## config.mk

```make
export PLATFORM = sky130hd
export DESIGN_NAME = output_port_bank
export DESIGN_NICKNAME = d
export VERILOG_FILES = /design/src/rtl/output_port_bank_pkg.sv /design/src/rtl/output_port_bank_scan_ctrl.sv /design/src/rtl/output_port_bank.sv
export SDC_FILE = /design/constraint.sdc
export NUM_CORES = 1
export LEC_CHECK = 0
export ABC_AREA = 1
export CAP_MARGIN = 25
export CORE_MARGIN = 2
export CORE_UTILIZATION = 35
export CTS_CLUSTER_SIZE = 40
export DETAILED_ROUTE_END_ITERATION = 12
export PLACE_DENSITY = 0.74
export RECOVER_POWER = 50
export SETUP_SLACK_MARGIN = 0.1
export SLEW_MARGIN = 20
export SYNTH_ARGS = -nofsm -noshare
export SYNTH_HDL_FRONTEND = slang
export SYNTH_SLANG_ARGS = --single-unit
```

## constraint.sdc

```tcl
create_clock -name clk -period 1.4 [get_ports clk]
set_clock_uncertainty 0.05 [all_clocks]
set_input_delay 0.35 -clock clk [delete_from_list [all_inputs] [get_ports clk]]
set_output_delay 0.35 -clock clk [all_outputs]
set_load 0.01 [all_outputs]
```

## src/rtl/output_port_bank_pkg.sv

```systemverilog
// output_port_bank_pkg
// Shared defaults for the output port bank and its scan controller, plus
// the helper that sizes index/counter fields.
//   DEF_WIDTH    : default channel data width
//   DEF_CHANNELS : default number of output channels
//   DEF_DWELL    : default number of cycles each channel stays on the scan output
//   idx_width(n) : bits needed to hold 0..n-1, never less than 1
package output_port_bank_pkg;

  localparam int DEF_WIDTH    = 8;
  localparam int DEF_CHANNELS = 4;
  localparam int DEF_DWELL    = 1000;

  // $clog2(1) is 0; a counter that only ever holds 0 still needs one bit.
  function automatic int idx_width(input int n);
    return (n < 2) ? 1 : $clog2(n);
  endfunction

endpackage

```

## src/rtl/output_port_bank_scan_ctrl.sv

```systemverilog
// out_scan_ctrl
// Dwell counter plus scan index counter. The index holds for DWELL cycles,
// then advances by one, wrapping from CHANNELS-1 back to 0.
// Ports:
//   clk        : clock, rising edge
//   rst        : synchronous active-high reset (index and dwell count to 0)
//   scan_idx_o : channel currently selected for the scan output
module out_scan_ctrl
  import output_port_bank_pkg::*;
#(
  parameter int CHANNELS = DEF_CHANNELS,
  parameter int DWELL    = DEF_DWELL
) (
  input  logic                        clk,
  input  logic                        rst,
  output logic [$clog2(CHANNELS)-1:0] scan_idx_o
);

  localparam int IW = $clog2(CHANNELS);
  localparam int CW = idx_width(DWELL);

  logic [CW-1:0] dwell_q, dwell_d;
  logic [IW-1:0] idx_q, idx_d;
  logic          dwell_end;

  assign dwell_end = (int'(dwell_q) == DWELL - 1);

  always_comb begin
    dwell_d = dwell_q + CW'(1);
    idx_d   = idx_q;
    if (dwell_end) begin
      dwell_d = '0;
      // CHANNELS need not be a power of two, so wrap explicitly.
      idx_d   = (int'(idx_q) == CHANNELS - 1) ? '0 : idx_q + IW'(1);
    end
  end

  always_ff @(posedge clk) begin
    if (rst) begin
      dwell_q <= '0;
      idx_q   <= '0;
    end else begin
      dwell_q <= dwell_d;
      idx_q   <= idx_d;
    end
  end

  assign scan_idx_o = idx_q;

endmodule

```

## src/rtl/output_port_bank.sv

```systemverilog
// output_port_bank
// Bank of CHANNELS independently loadable output registers with a per-channel
// update pulse and an optional time-multiplexed scan output.
// Build option: define OUT_PORT_SCAN_EN to build the scan logic
// (out_scan_ctrl plus the registered scan_data). Without it scan_data and
// scan_idx are tied to 0.
// Ports:
//   clk       : clock, rising edge
//   rst       : synchronous active-high reset
//   lo_n      : active-low load strobe
//   sel       : channel to load; values >= CHANNELS are ignored
//   w_bus     : load data
//   out_regs  : all channels flattened, channel k at [k*WIDTH +: WIDTH]
//   upd       : one-cycle pulse per channel, the cycle after it loads
//   scan_data : value of channel scan_idx as sampled on the previous edge
//   scan_idx  : channel currently scanned
// Handshake: there is no back-pressure. A load is accepted on any rising edge
// where lo_n=0, sel<CHANNELS and rst=0; it is never stalled or queued.
module output_port_bank
  import output_port_bank_pkg::*;
#(
  parameter int WIDTH    = DEF_WIDTH,
  parameter int CHANNELS = DEF_CHANNELS,
  parameter int DWELL    = DEF_DWELL
) (
  input  logic                        clk,
  input  logic                        rst,
  input  logic                        lo_n,
  input  logic [$clog2(CHANNELS)-1:0] sel,
  input  logic [WIDTH-1:0]            w_bus,
  output logic [CHANNELS*WIDTH-1:0]   out_regs,
  output logic [CHANNELS-1:0]         upd,
  output logic [WIDTH-1:0]            scan_data,
  output logic [$clog2(CHANNELS)-1:0] scan_idx
);

  localparam int IW = $clog2(CHANNELS);

  if (CHANNELS < 2 || CHANNELS > 16) begin : g_bad_channels
    $error("output_port_bank: CHANNELS must be 2..16");
  end
  if (DWELL < 1) begin : g_bad_dwell
    $error("output_port_bank: DWELL must be at least 1");
  end

  logic [CHANNELS-1:0][WIDTH-1:0] chan_q, chan_d;
  logic [CHANNELS-1:0]            upd_q, upd_d;
  logic                           load_ok;

  // Out-of-range selects (only possible when CHANNELS is not a power of two)
  // are dropped entirely: no data change and no update pulse.
  assign load_ok = !lo_n && (int'(sel) < CHANNELS);

  always_comb begin
    chan_d = chan_q;
    upd_d  = '0;
    if (load_ok) begin
      chan_d[sel] = w_bus;
      upd_d[sel]  = 1'b1;
    end
  end

  always_ff @(posedge clk) begin
    if (rst) begin
      chan_q <= '0;
      upd_q  <= '0;
    end else begin
      chan_q <= chan_d;
      upd_q  <= upd_d;
    end
  end

  assign out_regs = chan_q;
  assign upd      = upd_q;

`ifdef OUT_PORT_SCAN_EN
  logic [IW-1:0]    scan_idx_w;
  logic [WIDTH-1:0] scan_data_q;

  out_scan_ctrl #(
    .CHANNELS (CHANNELS),
    .DWELL    (DWELL)
  ) u_scan (
    .clk        (clk),
    .rst        (rst),
    .scan_idx_o (scan_idx_w)
  );

  // Samples the pre-edge register, so a load to the scanned channel shows
  // up on scan_data one cycle after it appears on out_regs.
  always_ff @(posedge clk) begin
    if (rst) begin
      scan_data_q <= '0;
    end else begin
      scan_data_q <= chan_q[scan_idx_w];
    end
  end

  assign scan_data = scan_data_q;
  assign scan_idx  = scan_idx_w;
`else
  assign scan_data = '0;
  assign scan_idx  = '0;
`endif

endmodule

```

==> flow_metrics.tcl, run 1 <==
set metrics [dict create \
    synthesis.instances 221 \
    synth-xor-area-share_pct 0 \
    grt_usage_pct 14.8 \
    rsz0062_at_grt "yes" \
    outcome "finished clean" \
    finish.utilization_pct 48.5 \
    cts_tree "yes" \
    layout_commonest_cell "nor2_1" \
    grt_pass1_wl_um 5800 \
    initial_core_util_pct 36.4 \
    yosys.area.top_type "dfxtp_1" \
    worstSetupStartpointType "register" \
    synthSimpleGateAreaFrac_pct 32.9 \
    ys_types 17 \
    hold_path.class "reg -> reg" \
    fp.dieW_um 71.3 \
    synth_top_family_by_area "simple AND/OR/NAND/NOR gates" \
    synth_adder_area_share_pct 0 \
    path_max_fanout 1 \
    port_buffers 48 \
    clockBufferDepth 2 \
    finalCriticalPeriod_ns 1.30 \
    cp_data_required_time_ns 1.00 \
    num_rows 24 \
    path_cells "clkdlybuf4s25_1" \
    cts_buffers 5 \
    vias 1398 \
    first_pass_iters 4 \
    syn_to_final_growth_pct 33.3 \
    grt_max_degree 21 \
    dp_hpwl_um 2510 \
    grt_antenna_before_repair 0 \
    end_kind "output pin" \
    synth_warnings 0 \
    grt_pass1_vias 1227 \
    wl_per_cell_um 10.5 \
    drt_wl_total_um 3450 \
    grt_overflow_total 0 \
    max_freq_mhz 770 \
    synthMuxAreaShare_pct 0 \
    max_stage_delay_ns 0.31 \
    coreArea_um2 4350 \
    clkLatencyLatePin_ns 0.29 \
    ios 59 \
    h-tree-depth 2 \
    synth.yosys.seq_area_share_pct 45.5 \
    p_leak_nw 1.03 \
    cap_violations 0 \
    hold_viol 0 \
    setup_violations 0 \
    vias_per_cell 4.25 \
    vdd_drop_max_mv 0.594 \
    synth-compound-area-share_pct 5.06 \
    ant_nets 0 \
    final_cell_mix "nor2_1 (50), nand2_1 (47), dfxtp_1 (33)" \
    gp_congestion 0.721 \
    fp.dieH_um 71.3 \
    synth_area_um2 1580 \
    yosys_register_bits 36 \
    slew_violations 0 \
    crit_path_top_delay_cell "dfxtp_1" \
    worstSetupPathType "reg -> out" \
    power_density_nw_per_um2 1020 \
    yosysTopAreaCellShare_pct 45.5 \
    cts_root_buffer "clkbuf_8" \
    layout.nets 290 \
    whs_ns 0.430 \
    route.detailed.drc 0 \
    die_area_um2 5080 \
    fin_crit_sh_pct 92.7 \
    drive_gt1_share_pct 11.2 \
    clk_pin_slew_ns 0.06 \
    cts_sinks 36 \
    yosys-top-cells-area "dfxtp_1 (45%), nor2_1 (12%), nand2_1 (11%), buf_4 (6.2%), inv_1 (5.9%)" \
    antenna_cells 0 \
    synth_area_per_cell_um2 7.17 \
    cp_top_family "flip-flops" \
    cp.buffers_inverters 1 \
    cp.arrival_ns 0.90 \
    drt_iter0_markers 47 \
]
[flip-flops by register name (all words and copies together) (netlist names)]
| register | cells |
|---|---|
| out_regs | 32 |
| upd | 4 |
[cell usage after synthesis, drive strengths merged]
library cell	number
inv	27
dfxtp	36
buf	20
clkbuf	1
a21oi	16
nand3	18
nand2	48
conb	1
nor2	52
nor4	2
[metrics by stage]
step | cells | worst slack [ns] | cell area, um^2 | setup TNS, ns | power, W
3_5_place_dp | 320 | -0.235 | 2130 | -6.34 | 0.00152
2_1_floorplan | 230 | 0.261 | 1620 | 0 | 0.00134
3_3_place_gp | 320 | -0.205 | 2130 | -5.34 | 0.00151
5_1_grt | 329 | 0.0397 | 2110 | 0 | 0.00227
4_1_cts | 327 | 0.0479 | 2190 | 0 | 0.00220
6_report | 329 | 0.102 | 2110 | 0 | 0.00216
[cells by family after synthesis]
logic type	count (synthesis)
flip-flops	36
AO/OA/AOI/OAI	16
buffers and inverters	48
other	1
AND/OR/NAND/NOR	120
[path summary, 6_finish.rpt]
check	to	depth (start not counted)	from	slack (ns)
worst min register to register	out_regs[18]$_SDFFE_PP0P_	2	out_regs[18]$_SDFFE_PP0P_	0.43
worst max register to register	out_regs[10]$_SDFFE_PP0P_	4	out_regs[10]$_SDFFE_PP0P_	0.70
worst max-delay path	upd[0]	1	upd[0]$_SDFF_PP0_	0.10
worst min-delay path	out_regs[18]$_SDFFE_PP0P_	2	out_regs[18]$_SDFFE_PP0P_	0.43
[layout make-up]
type                            count  area [um^2]
Clock buffer                        6         72.6
Clock inverter                      1         5.00
Fill cell                         457         2240
Inverter                           27          104
Multi-Input combinational cell    146          638
Sequential cell                    36          724
Tap cell                           52         65.1
Timing Repair Buffer               61          503
[layer usage]
metal / share of wire [%] / track usage [%] / routed length, um
met5: 0 / 0 / 0
met4: 1.6 / 6.29 / 56
met3: 7.2 / 5.77 / 249
met2: 44 / 22.4 / 1520
met1: 47 / 18.8 / 1630
[timing repair]
item	CTS	global route
pin swaps	1	3
buffers inserted	0	2
resized for setup	62	35
setup endpoints to repair	44	60
hold buffers	0	0
cloned	0	0
[power breakdown]
part	total, W	internal, W	switching (W)
Clock	0.000702	0.000338	0.000364
Sequential	0.00110	0.00108	0.0000260
Combinational	0.000352	0.000156	0.000197
Total	0.00216	0.00157	0.000586
Note: power is estimated with default switching activity, not from simulation.
==> run 2: changes to the inputs <==
CELL_PAD_IN_SITES_DETAIL_PLACEMENT = 0   (was unset)
CELL_PAD_IN_SITES_GLOBAL_PLACEMENT = 1   (was unset)
CORE_UTILIZATION = 30   (was 35)
PLACE_DENSITY = 0.86   (was 0.74)
==> run 2 against run 1 <==
Worst hold slack got worse by 0.032 ns. Sequential cell count stayed put. First-iteration DRC count is 140% higher. Clock power up 7.8%. Routed wire length is 14% higher. Critical path type unchanged. Critical endpoint is now out_regs[0]. Largest power group unchanged.
==> flow_metrics.tcl, run 2 (synthesis results as in run 1) <==
set metrics [dict create \
    cp.arrival_ns 0.87 \
    route.detailed.drc 0 \
    dp_hpwl_um 2600 \
    wl_per_cell_um 11.2 \
    r2r-start "out_regs[26]$_SDFFE_PP0P_" \
    holdBufCountCts 0 \
    clockBufferDepth 2 \
    grt_max_degree 33 \
    grt_pass1_vias 1331 \
    r2r_setup_slack_ns 0.68 \
    fp.dieW_um 76.7 \
    clk_pin_slew_ns 0.07 \
    cp.depth 1 \
    cp_top_family "flip-flops" \
    max_freq_mhz 787 \
    setup_violations 0 \
    final_cell_mix "nor2_1 (50), nand2_1 (47), dfxtp_1 (35)" \
    end_kind "output pin" \
    drt_iter0_markers 111 \
    path_cells "dlygate4sd2_1" \
    multi_input_area_um2 654 \
    cts_root_buffer "clkbuf_8" \
    largest_reg_flops 32 \
    crit_path_top_delay_cell "dfxtp_1" \
    worstSetupStartpointType "register" \
    finalCriticalPeriod_ns 1.27 \
    initial_core_util_pct 31.0 \
    rsz0062_at_grt "no" \
    hold_viol 0 \
    cp_data_required_time_ns 1.00 \
    path_max_fanout 2 \
    cts_sinks 36 \
    gp_congestion 0.772 \
    fillers 571 \
    cap_violations 0 \
    worstSetupEndpoint "out_regs[0]" \
    vias_per_cell 4.08 \
    worstReg2RegEnd "out_regs[26]$_SDFFE_PP0P_" \
    p_leak_nw 1.09 \
    h-tree-depth 2 \
    die_area_um2 5880 \
    clkLatencyLatePin_ns 0.28 \
    dp_cells 336 \
    grt_overflow_total 0 \
    fin_crit_sh_pct 90.7 \
    layout_commonest_cell "nor2_1" \
    ant_nets 0 \
    dpl_cell_area_um2 2120 \
    cts_tree "yes" \
    finalSetupTns_ns 0 \
    grt_antenna_before_repair 0 \
    first_pass_iters 4 \
    fin_area_um2 2190 \
    grt_pass1_wl_um 6060 \
    ios 59 \
    slew_violations 0 \
    power_density_nw_per_um2 1020 \
    reg2reg_depth 4 \
    antenna_cells 0 \
    layout.nets 292 \
    drive_gt1_share_pct 14.3 \
    syn_to_final_growth_pct 38.1 \
    regArea_um2 722 \
    grt_usage_pct 12.9 \
    vdd_drop_max_mv 0.788 \
    fp.dieH_um 76.7 \
    num_rows 26 \
    vias 1427 \
    cp.buffers_inverters 1 \
    coreArea_um2 5110 \
    cp-startpoint "out_regs[0]$_SDFFE_PP0P_" \
    hold_path.class "in -> reg" \
    cts_buffers 5 \
    worstSetupPathType "reg -> out" \
    total_power_w 0.00222 \
    stdcell_count 350 \
    drt_wl_total_um 3930 \
    outcome "finished clean" \
    port_buffers 48 \
    max_stage_delay_ns 0.32 \
]
run 2: changes by cell type in the layout (fill, tap and decap cells not counted), moves of 3 or more:
cell	change
clkdlybuf4s15_1	+4
clkbuf_2	+8
clkdlybuf4s50_1	-3
nand3_2	+3
dlygate4sd2_1	+3
clkbuf_1	-12
run 2: final cells by class:
class | instances | area share (%)
Multi-Input combinational cell | 148 | 29.9
Clock inverter | 2 | 0.458
Timing Repair Buffer | 61 | 24.1
Tap cell | 70 | 4.00
Clock buffer | 6 | 3.78
Sequential cell | 36 | 33.0
Inverter | 27 | 4.75
run 2: timing repair:
action / 4_1_cts / 5_1_grt
gates cloned: 0 / 3
setup buffers: 1 / 2
endpoints found under the setup margin: 61 / 53
resized for setup: 52 / 39
pin swaps: 1 / 3
run 2: worst min-delay path: cells and delay by family:
| family | cells | cell delay [ns] |
|---|---|---|
| buffers and inverters | 2 | 0.27 |
| AND/OR/NAND/NOR | 1 | 0.07 |
run 2: stage by stage:
| step | setup WS, ns | hold WS (ns) | util, % |
|---|---|---|---|
| floorplan | 0.261 | 0.372 | - |
| global placement | -0.241 | 0.413 | 41.6 |
| detailed placement | -0.258 | 0.416 | 41.6 |
| CTS | 0.0602 | 0.431 | 43.2 |
| global route | 0.0653 | 0.400 | 42.8 |
| finish | 0.130 | 0.398 | 42.8 |
run 2: where the power goes:
part           total, W  switching, W  internal [W]
Clock          0.000757      0.000364      0.000393
Combinational  0.000363      0.000206      0.000158
Sequential      0.00110     0.0000260       0.00108
Total           0.00222      0.000596       0.00163
run 2: routing by layer:
metal  vias to the layer above  track usage (%)  wire [um]
met5                         -                0          0
met4                         0             4.36         38
met3                         5             3.53        177
met2                        36             21.4       1830
met1                       619             16.2       1880
li1                        767                -          -
run 2: how the worst min path moves through the flow:
stage	to	from	depth (start not counted)	slack, ns
6_report	upd[2]$_SDFF_PP0_	sel[0]	3	0.40
5_1_grt	upd[2]$_SDFF_PP0_	sel[0]	3	0.40
4_1_cts	out_regs[0]$_SDFFE_PP0P_	out_regs[0]$_SDFFE_PP0P_	2	0.43
3_5_place_dp	out_regs[0]$_SDFFE_PP0P_	out_regs[0]$_SDFFE_PP0P_	2	0.42
3_3_place_gp	out_regs[5]$_SDFFE_PP0P_	out_regs[5]$_SDFFE_PP0P_	2	0.41
2_1_floorplan	upd[0]$_SDFF_PP0_	rst	1	0.37
